--- src/rtl/flash_programmer_if.sv ---
`default_nettype none
// ---------------------------------------------------------------------------
// flash_programmer_if : host word stream plus SPI NOR flash pin bundle
// Revision: 1.0
// ---------------------------------------------------------------------------
interface flash_programmer_if #(
  parameter int unsigned WORDS_W = 16
);
  logic               start;
  logic               erase_en;
  logic [23:0]        start_addr;
  logic [WORDS_W-1:0] num_words;
  logic [31:0]        wr_data;
  logic               wr_valid;
  logic               wr_ready;
  logic               busy;
  logic               done;
  logic               error;
  logic               flash_cs;
  logic               flash_sck;
  logic               flash_si;
  logic               flash_so_io1;
  logic               flash_wp_n;
  logic               flash_hold_n;

  modport master (
    output start, erase_en, start_addr, num_words, wr_data, wr_valid, flash_so_io1,
    input  wr_ready, busy, done, error, flash_cs, flash_sck, flash_si, flash_wp_n, flash_hold_n
  );

  modport slave (
    input  start, erase_en, start_addr, num_words, wr_data, wr_valid, flash_so_io1,
    output wr_ready, busy, done, error, flash_cs, flash_sck, flash_si, flash_wp_n, flash_hold_n
  );
endinterface
`default_nettype wire

--- src/rtl/flash_programmer.sv ---
`default_nettype none
// ---------------------------------------------------------------------------
// flash_programmer : SPI NOR writer (optional bulk erase, WREN+PP per page, WIP poll)
// Revision: 1.0
// ---------------------------------------------------------------------------
module flash_programmer #(
  parameter int unsigned CS_GAP   = 4,
  parameter logic [23:0] POLL_MAX = 24'hFF_FFFF,
  parameter int unsigned WORDS_W  = 16
) (
  input wire logic          sys_clk,
  input wire logic          sys_rst,
  flash_programmer_if.slave bus
);
  localparam int unsigned GAP_W = $clog2(CS_GAP + 1);
  localparam logic [GAP_W-1:0]   c_GAP_LOAD = GAP_W'(CS_GAP - 1);
  localparam logic [GAP_W-1:0]   c_GAP_ONE  = GAP_W'(1);
  localparam logic [WORDS_W-1:0] c_WORD_ONE = WORDS_W'(1);
  localparam logic [7:0] c_OP_WREN = 8'h06;
  localparam logic [7:0] c_OP_BE   = 8'h60;
  localparam logic [7:0] c_OP_PP   = 8'h02;
  localparam logic [7:0] c_OP_RDSR = 8'h05;

  typedef enum logic [3:0] {
    S_IDLE, S_WREN, S_GAP, S_ERASE, S_POLL, S_PP_HDR, S_PP_LOAD, S_PP_DATA, S_DONE
  } state_t;

  state_t             state_q, state_d, next_q, next_d;
  logic               erase_pend_q, erase_pend_d;
  logic [23:0]        addr_q, addr_d;
  logic [WORDS_W-1:0] words_left_q, words_left_d;
  logic [23:0]        poll_cnt_q, poll_cnt_d;
  logic [GAP_W-1:0]   gap_cnt_q, gap_cnt_d;
  logic [5:0]         bit_cnt_q, bit_cnt_d;
  logic [39:0]        sr_q, sr_d;
  logic               cs_q, cs_d;
  logic               clk_en_q, clk_en_d;
  logic               error_q, error_d;
  logic               launch;
  state_t             launch_st;
  logic [23:0]        w_start_addr, w_addr_inc, w_poll_inc;
  logic [WORDS_W-1:0] w_words_dec;

  function automatic logic [39:0] cmd_sr(input state_t s, input logic [23:0] a);
    case (s)
      S_ERASE:  cmd_sr = {c_OP_BE, 32'h0};
      S_POLL:   cmd_sr = {c_OP_RDSR, 32'h0};
      S_PP_HDR: cmd_sr = {c_OP_PP, a, 8'h00};
      default:  cmd_sr = {c_OP_WREN, 32'h0};
    endcase
  endfunction

  // Bits remaining after the first one; RDSR covers opcode plus status byte.
  function automatic logic [5:0] cmd_bits(input state_t s);
    case (s)
      S_POLL:   cmd_bits = 6'd15;
      S_PP_HDR: cmd_bits = 6'd31;
      default:  cmd_bits = 6'd7;
    endcase
  endfunction

  assign w_start_addr = bus.start_addr & 24'hFF_FFFC;
  assign w_addr_inc   = addr_q + 24'd4;
  assign w_poll_inc   = poll_cnt_q + 24'd1;
  assign w_words_dec  = words_left_q - c_WORD_ONE;

  always_comb begin
    state_d      = state_q;
    next_d       = next_q;
    erase_pend_d = erase_pend_q;
    addr_d       = addr_q;
    words_left_d = words_left_q;
    poll_cnt_d   = poll_cnt_q;
    gap_cnt_d    = gap_cnt_q;
    bit_cnt_d    = bit_cnt_q;
    sr_d         = sr_q;
    cs_d         = cs_q;
    clk_en_d     = clk_en_q;
    error_d      = error_q;
    launch       = 1'b0;
    launch_st    = S_WREN;

    case (state_q)
      S_IDLE: begin
        if (bus.start) begin
          addr_d       = w_start_addr;
          words_left_d = bus.num_words;
          poll_cnt_d   = '0;
          error_d      = 1'b0;
          erase_pend_d = bus.erase_en;
          if (bus.erase_en || (bus.num_words != '0)) launch = 1'b1;
          else state_d = S_DONE;
        end
      end
      S_WREN, S_ERASE: begin
        sr_d      = sr_q << 1;
        bit_cnt_d = bit_cnt_q - 6'd1;
        if (bit_cnt_q == 6'd0) begin
          cs_d      = 1'b1;
          clk_en_d  = 1'b0;
          state_d   = S_GAP;
          gap_cnt_d = c_GAP_LOAD;
          if (state_q == S_ERASE) begin
            next_d       = S_POLL;
            erase_pend_d = 1'b0;
          end else begin
            next_d = erase_pend_q ? S_ERASE : S_PP_HDR;
          end
        end
      end
      S_GAP: begin
        gap_cnt_d = gap_cnt_q - c_GAP_ONE;
        if (gap_cnt_q == '0) begin
          if (next_q == S_DONE) state_d = S_DONE;
          else begin
            launch    = 1'b1;
            launch_st = next_q;
          end
        end
      end
      S_POLL: begin
        sr_d      = sr_q << 1;
        bit_cnt_d = bit_cnt_q - 6'd1;
        if (bit_cnt_q == 6'd0) begin
          // The final sampled bit is status[0] (WIP). Completion also passes
          // through GAP so a back-to-back job still honours the CS high time.
          cs_d       = 1'b1;
          clk_en_d   = 1'b0;
          state_d    = S_GAP;
          gap_cnt_d  = c_GAP_LOAD;
          poll_cnt_d = w_poll_inc;
          if (bus.flash_so_io1) begin
            if (w_poll_inc >= POLL_MAX) begin
              error_d = 1'b1;
              next_d  = S_DONE;
            end else begin
              next_d = S_POLL;
            end
          end else begin
            poll_cnt_d = '0;
            next_d     = (words_left_q == '0) ? S_DONE : S_WREN;
          end
        end
      end
      S_PP_HDR: begin
        sr_d      = sr_q << 1;
        bit_cnt_d = bit_cnt_q - 6'd1;
        if (bit_cnt_q == 6'd0) begin
          clk_en_d = 1'b0;
          state_d  = S_PP_LOAD;
        end
      end
      S_PP_LOAD: begin
        if (bus.wr_valid) begin
          sr_d      = {bus.wr_data, 8'h00};
          bit_cnt_d = 6'd31;
          clk_en_d  = 1'b1;
          state_d   = S_PP_DATA;
        end
      end
      S_PP_DATA: begin
        sr_d      = sr_q << 1;
        bit_cnt_d = bit_cnt_q - 6'd1;
        if (bit_cnt_q == 6'd0) begin
          addr_d       = w_addr_inc;
          words_left_d = w_words_dec;
          clk_en_d     = 1'b0;
          if ((w_words_dec == '0) || (w_addr_inc[7:0] == 8'h00)) begin
            cs_d      = 1'b1;
            state_d   = S_GAP;
            gap_cnt_d = c_GAP_LOAD;
            next_d    = S_POLL;
          end else begin
            state_d = S_PP_LOAD;
          end
        end
      end
      S_DONE:  state_d = S_IDLE;
      default: state_d = S_IDLE;
    endcase

    if (launch) begin
      state_d   = launch_st;
      sr_d      = cmd_sr(launch_st, addr_q);
      bit_cnt_d = cmd_bits(launch_st);
      cs_d      = 1'b0;
      clk_en_d  = 1'b1;
    end
  end

  always_ff @(posedge sys_clk or posedge sys_rst) begin
    if (sys_rst) begin
      state_q      <= S_IDLE;
      next_q       <= S_IDLE;
      erase_pend_q <= 1'b0;
      addr_q       <= '0;
      words_left_q <= '0;
      poll_cnt_q   <= '0;
      gap_cnt_q    <= '0;
      bit_cnt_q    <= '0;
      sr_q         <= '0;
      cs_q         <= 1'b1;
      clk_en_q     <= 1'b0;
      error_q      <= 1'b0;
    end else begin
      state_q      <= state_d;
      next_q       <= next_d;
      erase_pend_q <= erase_pend_d;
      addr_q       <= addr_d;
      words_left_q <= words_left_d;
      poll_cnt_q   <= poll_cnt_d;
      gap_cnt_q    <= gap_cnt_d;
      bit_cnt_q    <= bit_cnt_d;
      sr_q         <= sr_d;
      cs_q         <= cs_d;
      clk_en_q     <= clk_en_d;
      error_q      <= error_d;
    end
  end

  assign bus.flash_cs     = cs_q;
  assign bus.flash_sck    = clk_en_q & ~sys_clk;
  assign bus.flash_si     = sr_q[39];
  assign bus.flash_wp_n   = 1'b1;
  assign bus.flash_hold_n = 1'b1;
  assign bus.wr_ready     = (state_q == S_PP_LOAD);
  assign bus.busy         = (state_q != S_IDLE) && (state_q != S_DONE);
  assign bus.done         = (state_q == S_DONE);
  assign bus.error        = error_q;
endmodule
`default_nettype wire
--- src/flat_wrapper.sv ---
// flat-port wrapper written by rule: the top's interface ports become plain ports
module flash_programmer_flat 
#(
  parameter int unsigned CS_GAP   = 4,
  parameter logic [23:0] POLL_MAX = 24'hFF_FFFF,
  parameter int unsigned WORDS_W  = 16
)
  (sys_clk, sys_rst, bus_start, bus_erase_en, bus_start_addr, bus_num_words, bus_wr_data, bus_wr_valid, bus_flash_so_io1, bus_wr_ready, bus_busy, bus_done, bus_error, bus_flash_cs, bus_flash_sck, bus_flash_si, bus_flash_wp_n, bus_flash_hold_n);
  flash_programmer_if #(.WORDS_W(WORDS_W)) bus_i ();
  input wire logic sys_clk;
  input wire logic sys_rst;
  input wire logic [$bits(bus_i.start)-1:0] bus_start;
  input wire logic [$bits(bus_i.erase_en)-1:0] bus_erase_en;
  input wire logic [$bits(bus_i.start_addr)-1:0] bus_start_addr;
  input wire logic [$bits(bus_i.num_words)-1:0] bus_num_words;
  input wire logic [$bits(bus_i.wr_data)-1:0] bus_wr_data;
  input wire logic [$bits(bus_i.wr_valid)-1:0] bus_wr_valid;
  input wire logic [$bits(bus_i.flash_so_io1)-1:0] bus_flash_so_io1;
  output wire logic [$bits(bus_i.wr_ready)-1:0] bus_wr_ready;
  output wire logic [$bits(bus_i.busy)-1:0] bus_busy;
  output wire logic [$bits(bus_i.done)-1:0] bus_done;
  output wire logic [$bits(bus_i.error)-1:0] bus_error;
  output wire logic [$bits(bus_i.flash_cs)-1:0] bus_flash_cs;
  output wire logic [$bits(bus_i.flash_sck)-1:0] bus_flash_sck;
  output wire logic [$bits(bus_i.flash_si)-1:0] bus_flash_si;
  output wire logic [$bits(bus_i.flash_wp_n)-1:0] bus_flash_wp_n;
  output wire logic [$bits(bus_i.flash_hold_n)-1:0] bus_flash_hold_n;
  assign bus_i.start = bus_start;
  assign bus_i.erase_en = bus_erase_en;
  assign bus_i.start_addr = bus_start_addr;
  assign bus_i.num_words = bus_num_words;
  assign bus_i.wr_data = bus_wr_data;
  assign bus_i.wr_valid = bus_wr_valid;
  assign bus_i.flash_so_io1 = bus_flash_so_io1;
  assign bus_wr_ready = bus_i.wr_ready;
  assign bus_busy = bus_i.busy;
  assign bus_done = bus_i.done;
  assign bus_error = bus_i.error;
  assign bus_flash_cs = bus_i.flash_cs;
  assign bus_flash_sck = bus_i.flash_sck;
  assign bus_flash_si = bus_i.flash_si;
  assign bus_flash_wp_n = bus_i.flash_wp_n;
  assign bus_flash_hold_n = bus_i.flash_hold_n;
  flash_programmer #(.CS_GAP(CS_GAP), .POLL_MAX(POLL_MAX), .WORDS_W(WORDS_W)) u_core (.sys_clk(sys_clk), .sys_rst(sys_rst), .bus(bus_i));
endmodule
--- config.mk ---
export PLATFORM = sky130hd
export DESIGN_NAME = flash_programmer_flat
export DESIGN_NICKNAME = d
export VERILOG_FILES = /design/src/rtl/flash_programmer_if.sv /design/src/rtl/flash_programmer.sv /design/src/flat_wrapper.sv
export SDC_FILE = /design/constraint.sdc
export NUM_CORES = 1
export LEC_CHECK = 0
export BUFFER_PORTS_ARGS = -buffer_cell sky130_fd_sc_hd__buf_2
export CELL_PAD_IN_SITES_DETAIL_PLACEMENT = 1
export CELL_PAD_IN_SITES_GLOBAL_PLACEMENT = 2
export CORE_MARGIN = 1
export CORE_UTILIZATION = 35
export CTS_BUF_LIST = sky130_fd_sc_hd__clkbuf_4 sky130_fd_sc_hd__clkbuf_8
export DETAILED_ROUTE_END_ITERATION = 16
export PLACE_DENSITY_LB_ADDON = 0.12
export SLEW_MARGIN = 10
export SYNTH_ARGS = -nofsm -noshare
export SYNTH_HDL_FRONTEND = slang
export SYNTH_SLANG_ARGS = --single-unit
export TNS_END_PERCENT = 50
--- constraint.sdc ---
create_clock -name sys_clk -period 5.4 [get_ports sys_clk]
set_input_delay 1.08 -clock sys_clk [delete_from_list [all_inputs] [get_ports sys_clk]]
set_output_delay 1.08 -clock sys_clk [all_outputs]
set_load 0.01 [all_outputs]
==> PnR_summary.wiki, run 1 <==
{| class="wikitable"
! Metric !! Value
|-
| Outcome || complete, but fails checks
|-
| Violations in the final reports || design-rule violations
|-
| Aggregate global-route resource usage || 0.230
|-
| Avg WL per Cell || 19.0 um
|-
| Aggregate routed wire length || 22.3 mm
|-
| Vias in the first global route || 6848
|-
| Register bit total from synthesis || 115
|-
| Largest stage delay, worst path || 0.13 ns
|-
| Placed Instances || 1140
|-
| Highest ir drop seen on vdd || 0.214 mV
|-
| Number of enable flip-flop cells after synthesis || 0
|-
| Core footprint || 19500 sq um
|-
| Final setup violating endpoints || 0
|-
| Share of synthesized registers carrying an async set or reset || 1.00
|-
| Average via count per standard cell || 5.71
|-
| Violation count after the first detailed-routing iteration || 278
|-
| Most numerous cell on the critical path || clkbuf_8
|-
| Worst Path Max Fanout || 3
|-
| Die area || 20400 sq um
|-
| Max-slew headroom || 0.245
|-
| Mean post-synth cell area || 8.21 sq um
|-
| Required arrival time at the worst endpoint || 4.32 ns
|-
| Count of mapped cells out of synthesis || 845
|-
| Power, Total || 3970 uW
|-
| Largest net degree at the start of global routing || 64
|-
| Clock power share || 0.260
|-
| Cell type contributing the most total cell area after synthesis || dfrtp_1
|-
| Setup TNS || 0 ns
|-
| Kind of critical path || clk2out
|-
| Fraction of the yosys area taken by sequential cells || 0.415
|-
| Number of top-level design ports || 87
|-
| Clock transition at path regs || 0.08 ns
|-
| Core Util, Final || 0.412
|-
| Final-report hold violation count || 0
|-
| PostCTS Resize Cnt || 0
|-
| Buffers on Ports || 82
|-
| Syn Std Cell Area || 6940 sq um
|-
| Portion of synthesized cell area occupied by the leading cell type || 0.411
|-
| Crit path cell chain || clkbuf_8 > clkbuf_8 > nor2b_1 > buf_2
|-
| Vertical extent of the die || 143 um
|-
| Clk_skew || 0.0139 ns
|-
| PwrDens || 495 nW/um^2
|-
| Antenna violations before repair || 0
|-
| Category of cells accounting for the largest share of critical-path delay || buffers and inverters
|-
| Final net count || 985
|-
| Share of layout cells above drive strength 1 || 0.165
|-
| LEAKAGE || 0.00323 uW
|-
| CTS tree || yes
|-
| Ys flop type || dfrtp_1
|-
| Count leader, synth || dfrtp_1
|-
| Clock latency at the later pin of the worst-skew pair || 0.55 ns
|-
| Switching pwr || 1620 uW
|-
| Synth Warn # || 0
|-
| Max-cap violations || 0
|-
| Worst Hold Depth || 1
|-
| Actual transition at the worst max-transition pin || 1.13 ns
|-
| Post-CTS setup repair buffer count || 0
|-
| Count of nets left with antenna violations after detail routing || 0
|-
| Path category of the worst min-delay check || reg2reg
|-
| Post-synthesis to final-layout area growth || 15.5%
|-
| Flop2flop setup slack || 1.65 ns
|-
| Data arrival time at the worst-slack endpoint || 3.14 ns
|-
| Row count || 51
|-
| Comb pwr share || 0.350
|-
| DRC violation count after routing || 4
|-
| Count of distinct cell types in the synthesized netlist || 69
|-
| Top cells by area in the synthesized netlist || dfrtp_1 (41%), o21ai_0 (5.6%), a21oi_1 (5.5%)
|-
| Number of buffers added to fix hold violations after cts || 0
|-
| Total iterations of the first detailed-routing run || 11
|-
| Critical Path Source Type || clock port
|-
| DIE WIDTH || 143 um
|-
| Wire length of the first global-routing pass || 36.3 mm
|-
| Effective utilization at floorplan || 0.357
|-
| Crit-path slowest cell || buf_2
|-
| Depth of the worst register-to-register path || 7
|-
| Buffers & Inverters on Critical Path || 3
|-
| Via count || 6706
|-
| Number of standard cells in the final layout excluding fillers || 1175
|-
| Total congestion overflow after global routing || 0
|-
| Register area || 2880 sq um
|-
| Critical path depth in cells || 4
|-
| Top post-synthesis cells by count || dfrtp_1 (114), nor2_1 (88), o21ai_0 (77)
|-
| Share of power burned in registers || 0.390
|-
| Setup repair after global routing missed its margin || false
|-
| Internal power || 2360 uW
|-
| Max Slew Vio Count || 0
|-
| Number of inserted filler cells in the final layout || 2354
|-
| Multi-input gate area || 3740 sq um
|-
| CP Capture Type || primary output
|-
| DP HPWL || 15.2 mm
|-
| Global placement routability congestion || 0.781
|-
| Sw Share || 0.407
|}
power by group through the flow:
stage / clock (uW) / combinational (uW) / sequential [uW]
6_report: 1030 / 1390 / 1550
3_5_place_dp: 15.6 / 1400 / 1560
2_1_floorplan: 8.41 / 1110 / 1400
5_1_grt: 1100 / 1590 / 1600
3_3_place_gp: 15.6 / 1330 / 1530
4_1_cts: 1060 / 1410 / 1540
worst paths after layout:
path,start,to
hold / removal,u_core.gap_cnt_q[2]$_DFFE_PP0P_,u_core.gap_cnt_q[2]$_DFFE_PP0P_
hold reg to reg,u_core.gap_cnt_q[2]$_DFFE_PP0P_,u_core.gap_cnt_q[2]$_DFFE_PP0P_
max in group asynchronous,sys_rst,u_core.bus.flash_cs$_DFFE_PP1P_
min in group asynchronous,sys_rst,u_core.poll_cnt_q[3]$_DFFE_PP0P_
setup reg to reg,u_core.bit_cnt_q[2]$_DFFE_PP0P_,u_core.poll_cnt_q[20]$_DFFE_PP0P_
setup / recovery,sys_clk,bus_flash_sck
metal layers:
metal / part of all wire / track usage / up-vias / routed length [um]
met3: 0.037 / 0.0506 / 20 / 827
met4: 0.0094 / 0.0549 / 0 / 209
li1: - / - / 3208 / -
met2: 0.45 / 0.358 / 120 / 10000
met5: 0 / 0 / - / 0
met1: 0.50 / 0.323 / 3358 / 11200
registers in the layout (all words and copies together), names as in the netlist:
name / cells
u_core.addr_q: 22
u_core.state_q: 4
u_core.poll_cnt_q: 24
u_core.bus.error: 1
u_core.sr_q: 32
u_core.clk_en_q: 1
u_core.erase_pend_q: 1
u_core.bus.flash_cs: 1
u_core.gap_cnt_q: 3
u_core.words_left_q: 16
u_core.bit_cnt_q: 6
u_core.next_q: 4
cell families (layout without fill, tap and decap cells):
| kind of cell | count (synthesis) | count (layout) | synth area share |
|---|---|---|---|
| and+or+nand+nor | 332 | 332 | 0.239 |
| AOI/OAI and AO/OA | 282 | 282 | 0.247 |
| xor gates and xnor gates | 15 | 15 | 0.0200 |
| adders and majority gates | 10 | 10 | 0.0180 |
| buffers and inverters | 83 | 146 | 0.0501 |
| muxes | 7 | 7 | 0.0106 |
| other | 1 | 3 | 0.000540 |
| DFF | 115 | 115 | 0.415 |
layout by cell type (no fill, tap or decap), types with 3 or more instances in the layout:
master       n
nor2b_1     10
nor3_1      20
bufinv_16    5
a31oi_1     40
a21oi_1     76
o21ai_0     76
inv_1       19
or3_1        6
o31ai_1     15
nor2_1      87
xor2_1       7
nor4_1      12
and2_1       5
clkinv_2     3
dfrtp_1    114
a22oi_1     27
mux2_2       3
nand3b_1     5
and4_1       4
nand3_1     60
o22ai_1     16
nand4_1     16
and3_1       7
buf_2       82
buf_4       10
clkbuf_8    22
nor3b_1      3
mux2i_1      4
nand2_1     76
nor4b_1      3
ha_1        10
o41ai_1      4
xnor2_1      7
through the flow:
stage | area [sq um] | hold WS, ns | worst slack [ns]
final | 8020 | 0.478 | 1.18
after detailed placement | 7520 | 0.469 | 1.33
after global placement | 7520 | 0.459 | 1.35
after CTS | 8020 | 0.483 | 1.17
after floorplan | 6950 | 0.439 | 1.28
after global routing | 8020 | 0.513 | 1.15
final cells by class:
cell class | count | area share
inverters | 20 | 0.00967
flip-flops and latches | 115 | 0.359
well taps | 265 | 0.0413
clock inverters | 10 | 0.0225
clock buffers | 25 | 0.0403
repair buffers | 91 | 0.0599
diodes | 1 | 0.000312
multi-input cells | 648 | 0.467
No activity file was read; power rests on OpenSTA's default activity.
==> inputs of run 2 (changes only) <==
--- a/config.mk
+++ b/config.mk
@@ -5,11 +5,12 @@
 export SDC_FILE = /design/constraint.sdc
 export NUM_CORES = 1
 export LEC_CHECK = 0
+export ABC_AREA = 1
 export BUFFER_PORTS_ARGS = -buffer_cell sky130_fd_sc_hd__buf_2
 export CELL_PAD_IN_SITES_DETAIL_PLACEMENT = 1
 export CELL_PAD_IN_SITES_GLOBAL_PLACEMENT = 2
 export CORE_MARGIN = 1
-export CORE_UTILIZATION = 35
+export CORE_UTILIZATION = 30
 export CTS_BUF_LIST = sky130_fd_sc_hd__clkbuf_4 sky130_fd_sc_hd__clkbuf_8
 export DETAILED_ROUTE_END_ITERATION = 16
 export PLACE_DENSITY_LB_ADDON = 0.12
==> constraint.sdc (replaced) <==
create_clock -name sys_clk -period 3.8 [get_ports sys_clk]
set_input_delay 0.76 -clock sys_clk [delete_from_list [all_inputs] [get_ports sys_clk]]
set_output_delay 0.76 -clock sys_clk [all_outputs]
set_load 0.01 [all_outputs]
==> run 2 against run 1 <==
Effect of this change: the run now ends clean; setup slack got worse by 0.50 ns; non-clock buffer count rose by 8; register-to-register slack worse by 0.79 ns; sequential power is 35% higher; via count rose by 15%; routed wire length is 14% higher; largest cell class unchanged.
==> PnR_summary.wiki, run 2 <==
{| class="wikitable"
! Metric !! Value
|-
| Depth of the worst register-to-register path || 12 (was 7)
|-
| Fraction of the yosys area taken by sequential cells || 0.376 (was 0.415)
|-
| CTS tree || yes (unchanged)
|-
| Met3 track demand over resource || 0.0421 (was 0.0506)
|-
| Mux contribution to synthesized area || 0 (was 0.0106)
|-
| DRC violation count after routing || 0 (was 4)
|-
| Row count || 58 (was 51)
|-
| Vias in the first global route || 8158 (was 6848)
|-
| Ys flop type || dfrtp_1 (unchanged)
|-
| LEAKAGE || 0.00428 uW (was 0.00323 uW)
|-
| N_diodes || 0 (was 1)
|-
| Count of mapped cells out of synthesis || 1172 (was 845)
|-
| Aggregate global-route resource usage || 0.205 (was 0.230)
|-
| Total iterations of the first detailed-routing run || 5 (was 11)
|-
| Count leader, synth || nand2_1 (was dfrtp_1)
|-
| Final setup violating endpoints || 0 (unchanged)
|-
| Top cells by area in the synthesized netlist || dfrtp_1 (37%), nand2_1 (17%), nor2_1 (7.3%) (was dfrtp_1 (41%), o21ai_0 (5.6%), a21oi_1 (5.5%))
|-
| Clk_skew || 0.0234 ns (was 0.0139 ns)
|-
| Leading cell types in the layout, fill and taps excluded || nand2_1 (341), nor2_1 (149), inv_1 (142) (was dfrtp_1 (114), nor2_1 (87), buf_2 (82))
|-
| Count of distinct cell types in the synthesized netlist || 43 (was 69)
|-
| DP HPWL || 18.5 mm (was 15.2 mm)
|-
| Share of layout cells above drive strength 1 || 0.126 (was 0.165)
|-
| PostCTS Resize Cnt || 0 (unchanged)
|-
| Synthesized-area fraction occupied by adder cells || 0.0163 (was 0.0180)
|-
| Max-slew headroom || 0.437 (was 0.245)
|-
| Number of inserted filler cells in the final layout || 3346 (was 2354)
|-
| Clock transition at path regs || 0.09 ns (was 0.08 ns)
|-
| Total congestion overflow after global routing || 0 (unchanged)
|-
| Actual transition at the worst max-transition pin || 0.842 ns (was 1.13 ns)
|-
| Clock latency at the later pin of the worst-skew pair || 0.56 ns (was 0.55 ns)
|-
| Max Slew Vio Count || 0 (unchanged)
|-
| Core Util, Final || 0.355 (was 0.412)
|-
| Worst Path Max Fanout || 2 (was 3)
|-
| Violation count after the first detailed-routing iteration || 284 (was 278)
|-
| Highest ir drop seen on vdd || 0.437 mV (was 0.214 mV)
|-
| Flop2flop setup slack || 0.86 ns (was 1.65 ns)
|-
| Antenna violations before repair || 0 (unchanged)
|-
| Register bit total from synthesis || 115 (unchanged)
|-
| Most common cell after layout, fill and taps aside || nand2_1 (was dfrtp_1)
|-
| Final-report hold violation count || 0 (unchanged)
|-
| Kind of critical path || clk2out (unchanged)
|-
| Flip-flop count of the largest register after layout || 32 (unchanged)
|-
| Cell type contributing the most total cell area after synthesis || dfrtp_1 (unchanged)
|-
| Main combinational cell family by area after synthesis || simple AND/OR/NAND/NOR gates (was compound AO/OA/AOI/OAI gates)
|-
| Simple-Gate Fraction of Synth Area || 0.351 (was 0.239)
|-
| Buffers on Ports || 82 (unchanged)
|-
| Largest register by flop count || u_core.sr_q (unchanged)
|-
| Core footprint || 25100 sq um (was 19500 sq um)
|-
| Setup repair after global routing missed its margin || false (unchanged)
|-
| Top post-synthesis cells by count || nand2_1 (341), nor2_1 (149), inv_1 (144) (was dfrtp_1 (114), nor2_1 (88), o21ai_0 (77))
|-
| Aggregate routed wire length || 25.3 mm (was 22.3 mm)
|-
| Critical Path Source Type || clock port (unchanged)
|-
| R2R Path Start || u_core.state_q[2]$_DFFE_PP0P_ (was u_core.bit_cnt_q[2]$_DFFE_PP0P_)
|-
| End point of the critical path || bus_flash_sck (unchanged)
|-
| Post-synthesis to final-layout area growth || 16.2% (was 15.5%)
|-
| Post-synthesis xor/xnor area fraction || 0.0217 (was 0.0200)
|-
| Post-CTS setup repair buffer count || 0 (unchanged)
|-
| Path category of the worst min-delay check || in2async (was reg2reg)
|-
| Number of top-level design ports || 87 (unchanged)
|-
| Global placement routability congestion || 0.788 (was 0.781)
|-
| Via count || 7732 (was 6706)
|-
| Syn Std Cell Area || 7660 sq um (was 6940 sq um)
|-
| Vertical extent of the die || 162 um (was 143 um)
|-
| Mean post-synth cell area || 6.54 sq um (was 8.21 sq um)
|-
| Required arrival time at the worst endpoint || 3.04 ns (was 4.32 ns)
|-
| Outcome || finished clean (was complete, but fails checks)
|-
| Met1 layer usage reported by global route || 0.265 (was 0.323)
|-
| Peak-usage layer in the global routing report || met2 (unchanged)
|-
| Number of enable flip-flop cells after synthesis || 0 (unchanged)
|-
| Avg WL per Cell || 15.9 um (was 19.0 um)
|-
| Max-cap violations || 0 (unchanged)
|-
| Setup TNS || 0 ns (unchanged)
|-
| Area fraction in compound gates after synthesis || 0.135 (was 0.247)
|-
| Die area || 26200 sq um (was 20400 sq um)
|-
| Effective utilization at floorplan || 0.305 (was 0.357)
|-
| Met2 GRT Util || 0.353 (was 0.358)
|-
| Synth Warn # || 0 (unchanged)
|-
| CP Capture Type || primary output (unchanged)
|-
| Final net count || 1340 (was 985)
|-
| Registers with the most flip-flops || u_core.sr_q: 32 flops, u_core.poll_cnt_q: 24 flops, u_core.addr_q: 22 flops (unchanged)
|-
| Portion of synthesized cell area occupied by the leading cell type || 0.372 (was 0.411)
|-
| Wire length of the first global-routing pass || 42.0 mm (was 36.3 mm)
|-
| Number of buffers added to fix hold violations after cts || 0 (unchanged)
|-
| Reg2reg end || u_core.sr_q[17]$_DFFE_PP0P_ (was u_core.poll_cnt_q[20]$_DFFE_PP0P_)
|-
| Average via count per standard cell || 4.85 (was 5.71)
|-
| Startpoint of the worst setup timing path || sys_clk (unchanged)
|-
| Data arrival time at the worst-slack endpoint || 2.35 ns (was 3.14 ns)
|-
| Share of synthesized registers carrying an async set or reset || 1.00 (unchanged)
|-
| Count of nets left with antenna violations after detail routing || 0 (unchanged)
|-
| PwrDens || 793 nW/um^2 (was 495 nW/um^2)
|-
| Largest net degree at the start of global routing || 116 (was 64)
|-
| DIE WIDTH || 162 um (was 143 um)
|}
-- run 2: cell count changes in the layout (fill, tap and decap cells not counted), sizes merged, moves of 25 or more --
cell   change
nand3     +36
a31oi     -35
nor2      +69
a21oi     -51
inv      +129
nand2    +265
o21ai     +31
a22oi     -25
-- run 2: worst min path at each step --
stage | from | slack (ns) | cells after the start | to
after CTS | sys_rst | 0.41 | 3 | u_core.words_left_q[5]$_DFFE_PP0P_
after detailed placement | u_core.bus.flash_cs$_DFFE_PP1P_ | 0.45 | 2 | u_core.bus.flash_cs$_DFFE_PP1P_
final | sys_rst | 0.38 | 3 | u_core.words_left_q[5]$_DFFE_PP0P_
after global routing | bus_wr_data[0] | 0.43 | 3 | u_core.sr_q[8]$_DFFE_PP0P_
after global placement | u_core.bus.flash_cs$_DFFE_PP1P_ | 0.46 | 2 | u_core.bus.flash_cs$_DFFE_PP1P_
after floorplan | u_core.addr_q[22]$_DFFE_PP0P_ | 0.45 | 2 | u_core.addr_q[22]$_DFFE_PP0P_
-- run 2: layout make-up --
class	count	area, sq um	area share
Clock inverter	15	184	0.0207
Timing Repair Buffer	99	553	0.0621
Clock buffer	21	280	0.0315
Multi-Input combinational cell	865	4030	0.452
Sequential cell	115	2880	0.323
Tap cell	330	413	0.0464
Inverter	150	567	0.0637
-- run 2: kinds of logic (layout without fill, tap and decap cells) --
group	count (synthesis)	in the layout
DFF	115	115
AOI/OAI and AO/OA	186	186
and+or+nand+nor	648	648
adders and majority gates	10	10
other	1	2
xor gates and xnor gates	19	19
buffers and inverters	193	285
-- run 2: layer usage --
layer  vias to the layer above  wire length (um)
met5                         -                 0
met4                         0               194
met3                        15               765
met2                        93             12200
met1                      3697             12200
li1                       3927                 -
-- run 2: through the flow --
stage	setup WS, ns	instance area [sq um]	cells	hold slack, ns	total power (uW)
floorplan	0.971	7670	1173	0.453	4740
global placement	0.703	8440	1560	0.457	5750
detailed placement	0.705	8440	1560	0.454	5820
CTS	0.667	8900	1595	0.414	7200
global route	0.560	8900	1595	0.426	7810
finish	0.686	8900	1595	0.378	7060
-- run 2: critical path, stage by stage --
cell	delay, ns
clkbuf_8	0.11
clkbuf_8	0.12
nor2_1	0.09
buf_2	0.14
-- run 2: report_power, final --
group	leakage, uW	switching [uW]	total (uW)	internal [uW]
clock	0.000231	635	1360	728
sequential	0.00145	380	2100	1720
combinational	0.00260	2430	3590	1160
total	0.00428	3450	7060	3610
==> inputs of run 3 (changes only) <==
==> constraint.sdc (replaced) <==
create_clock -name sys_clk -period 2.6 [get_ports sys_clk]
set_input_delay 0.52 -clock sys_clk [delete_from_list [all_inputs] [get_ports sys_clk]]
set_output_delay 0.52 -clock sys_clk [all_outputs]
set_load 0.01 [all_outputs]
==> run 3 against run 2 <==
Effect of this change: die area unchanged; critical endpoint is now bus_wr_ready; final cell count increased by 1.8%; clock-buffer cell count increased by 3; highest routed layer unchanged.
==> PnR_summary.wiki, run 3 (synthesis gave the netlist of run 2 again) <==
{| class="wikitable"
! Metric !! Value
|-
| Max-slew headroom || 0.647 (was 0.437)
|-
| Effective utilization at floorplan || 0.305 (unchanged)
|-
| Count of nets left with antenna violations after detail routing || 0 (unchanged)
|-
| Core footprint || 25100 sq um (unchanged)
|-
| Global placement routability congestion || 0.810 (was 0.788)
|-
| Final setup violating endpoints || 0 (unchanged)
|-
| Comb pwr share || 0.534 (was 0.509)
|-
| Crit path cell chain || inv_1 > nand2_2 > nor2_1 > buf_2 (was clkbuf_8 > clkbuf_8 > nor2_1 > buf_2)
|-
| Final net count || 1369 (was 1340)
|-
| Hold_sp || bus_wr_data[0]
|-
| Vertical extent of the die || 162 um (unchanged)
|-
| Flip-flop count of the largest register after layout || 32 (unchanged)
|-
| LEAKAGE || 0.00445 uW (was 0.00428 uW)
|-
| DRC violation count after routing || 0 (unchanged)
|-
| Placed Instances || 1585 (was 1560)
|-
| Clk_skew || 0.0179 ns (was 0.0234 ns)
|-
| Number of top-level design ports || 87 (unchanged)
|-
| Avg WL per Cell || 15.8 um (was 15.9 um)
|-
| Dpl cell area || 8690 sq um (was 8440 sq um)
|-
| Required arrival time at the worst endpoint || 2.08 ns (was 3.04 ns)
|-
| Final-report hold violation count || 0 (unchanged)
|-
| Average via count per standard cell || 4.83 (was 4.85)
|-
| Max-cap violations || 0 (unchanged)
|-
| Data arrival time at the worst-slack endpoint || 1.86 ns (was 2.35 ns)
|-
| Sw Share || 0.472 (was 0.489)
|-
| Switching pwr || 5140 uW (was 3450 uW)
|-
| Kind of critical path || reg2out (was clk2out)
|-
| N_diodes || 0 (unchanged)
|-
| Share of power burned in registers || 0.281 (was 0.298)
|-
| Aggregate global-route resource usage || 0.210 (was 0.205)
|-
| Actual transition at the worst max-transition pin || 0.528 ns (was 0.842 ns)
|-
| Via count || 7838 (was 7732)
|-
| Aggregate routed wire length || 25.7 mm (was 25.3 mm)
|-
| Post-route minimum period || 2.38 ns
|-
| Internal power || 5740 uW (was 3610 uW)
|-
| Share of the clock period used by the worst path after layout || 0.917
|-
| Total congestion overflow after global routing || 0 (unchanged)
|-
| Highest ir drop seen on vdd || 0.732 mV (was 0.437 mV)
|-
| Most common cell after layout, fill and taps aside || nand2_1 (unchanged)
|-
| Crit-path slowest cell || nor2_1 (was buf_2)
|-
| Worst Hold Margin || 0.202 ns (was 0.378 ns)
|-
| Die area || 26200 sq um (unchanged)
|-
| Clock power share || 0.185 (was 0.193)
|-
| Leading cell types in the layout, fill and taps excluded || nand2_1 (339), nor2_1 (143), inv_1 (142) (was nand2_1 (341), nor2_1 (149), inv_1 (142))
|-
| Registers with the most flip-flops || u_core.sr_q: 32 flops, u_core.poll_cnt_q: 24 flops, u_core.addr_q: 22 flops (unchanged)
|-
| Largest net degree at the start of global routing || 80 (was 116)
|-
| FMAX || 420 MHz
|-
| Vias in the first global route || 8049 (was 8158)
|-
| Violation count after the first detailed-routing iteration || 310 (was 284)
|-
| Setup TNS || 0 ns (unchanged)
|-
| PwrDens || 1180 nW/um^2 (was 793 nW/um^2)
|-
| Share of layout cells above drive strength 1 || 0.152 (was 0.126)
|-
| Number of inserted filler cells in the final layout || 3303 (was 3346)
|-
| Critical Path Source Type || flip-flop (was clock port)
|-
| Clock transition at path regs || 0.08 ns (was 0.09 ns)
|-
| Wire length of the first global-routing pass || 42.7 mm (was 42.0 mm)
|-
| Clock latency at the later pin of the worst-skew pair || 0.55 ns (was 0.56 ns)
|-
| Fin area || 9230 sq um (was 8900 sq um)
|-
| Path category of the worst min-delay check || in2reg (was in2async)
|-
| Post-synthesis to final-layout area growth || 20.5% (was 16.2%)
|-
| Buffers on Ports || 82 (unchanged)
|-
| Number of standard cells in the final layout excluding fillers || 1624 (was 1595)
|-
| Power, Total || 10900 uW (was 7060 uW)
|-
| R2R Path Start || u_core.state_q[0]$_DFFE_PP0P_ (was u_core.state_q[2]$_DFFE_PP0P_)
|-
| Startpoint of the worst setup timing path || u_core.state_q[3]$_DFFE_PP0P_ (was sys_clk)
|-
| Largest stage delay, worst path || 0.42 ns (was 0.14 ns)
|-
| Row count || 58 (unchanged)
|-
| Total iterations of the first detailed-routing run || 6 (was 5)
|-
| CP Capture Type || primary output (unchanged)
|-
| Largest register by flop count || u_core.sr_q (unchanged)
|-
| Max Slew Vio Count || 0 (unchanged)
|-
| Antenna violations before repair || 0 (unchanged)
|-
| Outcome || finished clean (unchanged)
|-
| DP HPWL || 19.0 mm (was 18.5 mm)
|-
| Worst Path Max Fanout || 5 (was 2)
|-
| CTS tree || yes (unchanged)
|-
| DIE WIDTH || 162 um (unchanged)
|}
-- run 3: cell types whose count changed in the layout (fill, tap and decap cells not counted), sizes merged --
cell	before	now
inv	149	147
buf	100	128
clkinv	9	6
clkinvlp	4	6
dlygate4sd3	0	1
clkbuf	20	23
-- run 3: what timing repair did --
action / in CTS / in global routing
setup endpoints to repair: 0 / 47
resized for setup: 0 / 14
hold buffers: 1 / 0
endpoints found under the hold margin: 8 / 0
buffers inserted: 0 / 3
-- run 3: metal layers --
| metal | global-route usage | part of all wire | wire length, um | up-vias |
|---|---|---|---|---|
| met4 | 0.0442 | 0.0068 | 175 | 0 |
| met5 | 0 | 0 | 0 | - |
| li1 | - | - | - | 3983 |
| met1 | 0.281 | 0.50 | 12700 | 3754 |
| met3 | 0.0426 | 0.023 | 598 | 13 |
| met2 | 0.347 | 0.47 | 12200 | 88 |
-- run 3: through the flow --
step,utilization,worst slack [ns]
final,0.368,0.216
after global routing,0.368,-0.00734
after CTS,0.365,0.0453
after detailed placement,0.346,0.0694
after global placement,0.346,0.122
after floorplan,-,0.508
-- run 3: critical path: cells and delay by family, from the launching register on --
family | cells | cell delay [ns]
buffers and inverters | 2 | 0.37
DFF | 1 | 0.41
and+or+nand+nor | 2 | 0.54
-- run 3: power by group through the flow --
| stage | Sequential [uW] | Clock (uW) | Combinational (uW) |
|---|---|---|---|
| final | 3050 | 2020 | 5810 |
| after global routing | 3150 | 2160 | 6660 |
| after CTS | 3050 | 2080 | 5850 |
| after detailed placement | 3080 | 20.9 | 5820 |
| after global placement | 3070 | 20.9 | 5710 |
| after floorplan | 2940 | 11.8 | 3980 |
-- run 3: cell type report --
class / instances / area, sq um / area share
multi-input cells: 865 / 4060 / 0.439
flip-flops and latches: 115 / 2880 / 0.312
repair buffers: 128 / 840 / 0.0909
clock inverters: 12 / 155 / 0.0168
clock buffers: 24 / 322 / 0.0348
inverters: 150 / 567 / 0.0614
well taps: 330 / 413 / 0.0447
-- run 3: worst paths after layout --
| check | cells past startpoint | slack, ns | to |
|---|---|---|---|
| min | 3 | 0.20 | u_core.sr_q[8]$_DFFE_PP0P_ |
| max | 4 | 0.22 | bus_wr_ready |
| min reg2reg | 2 | 0.47 | u_core.bus.flash_cs$_DFFE_PP1P_ |
| min in group asynchronous | 3 | 0.46 | u_core.words_left_q[15]$_DFFE_PP0P_ |
| max in group asynchronous | 4 | 1.38 | u_core.state_q[2]$_DFFE_PP0P_ |
| max reg2reg | 15 | 0.23 | u_core.sr_q[19]$_DFFE_PP0P_ |
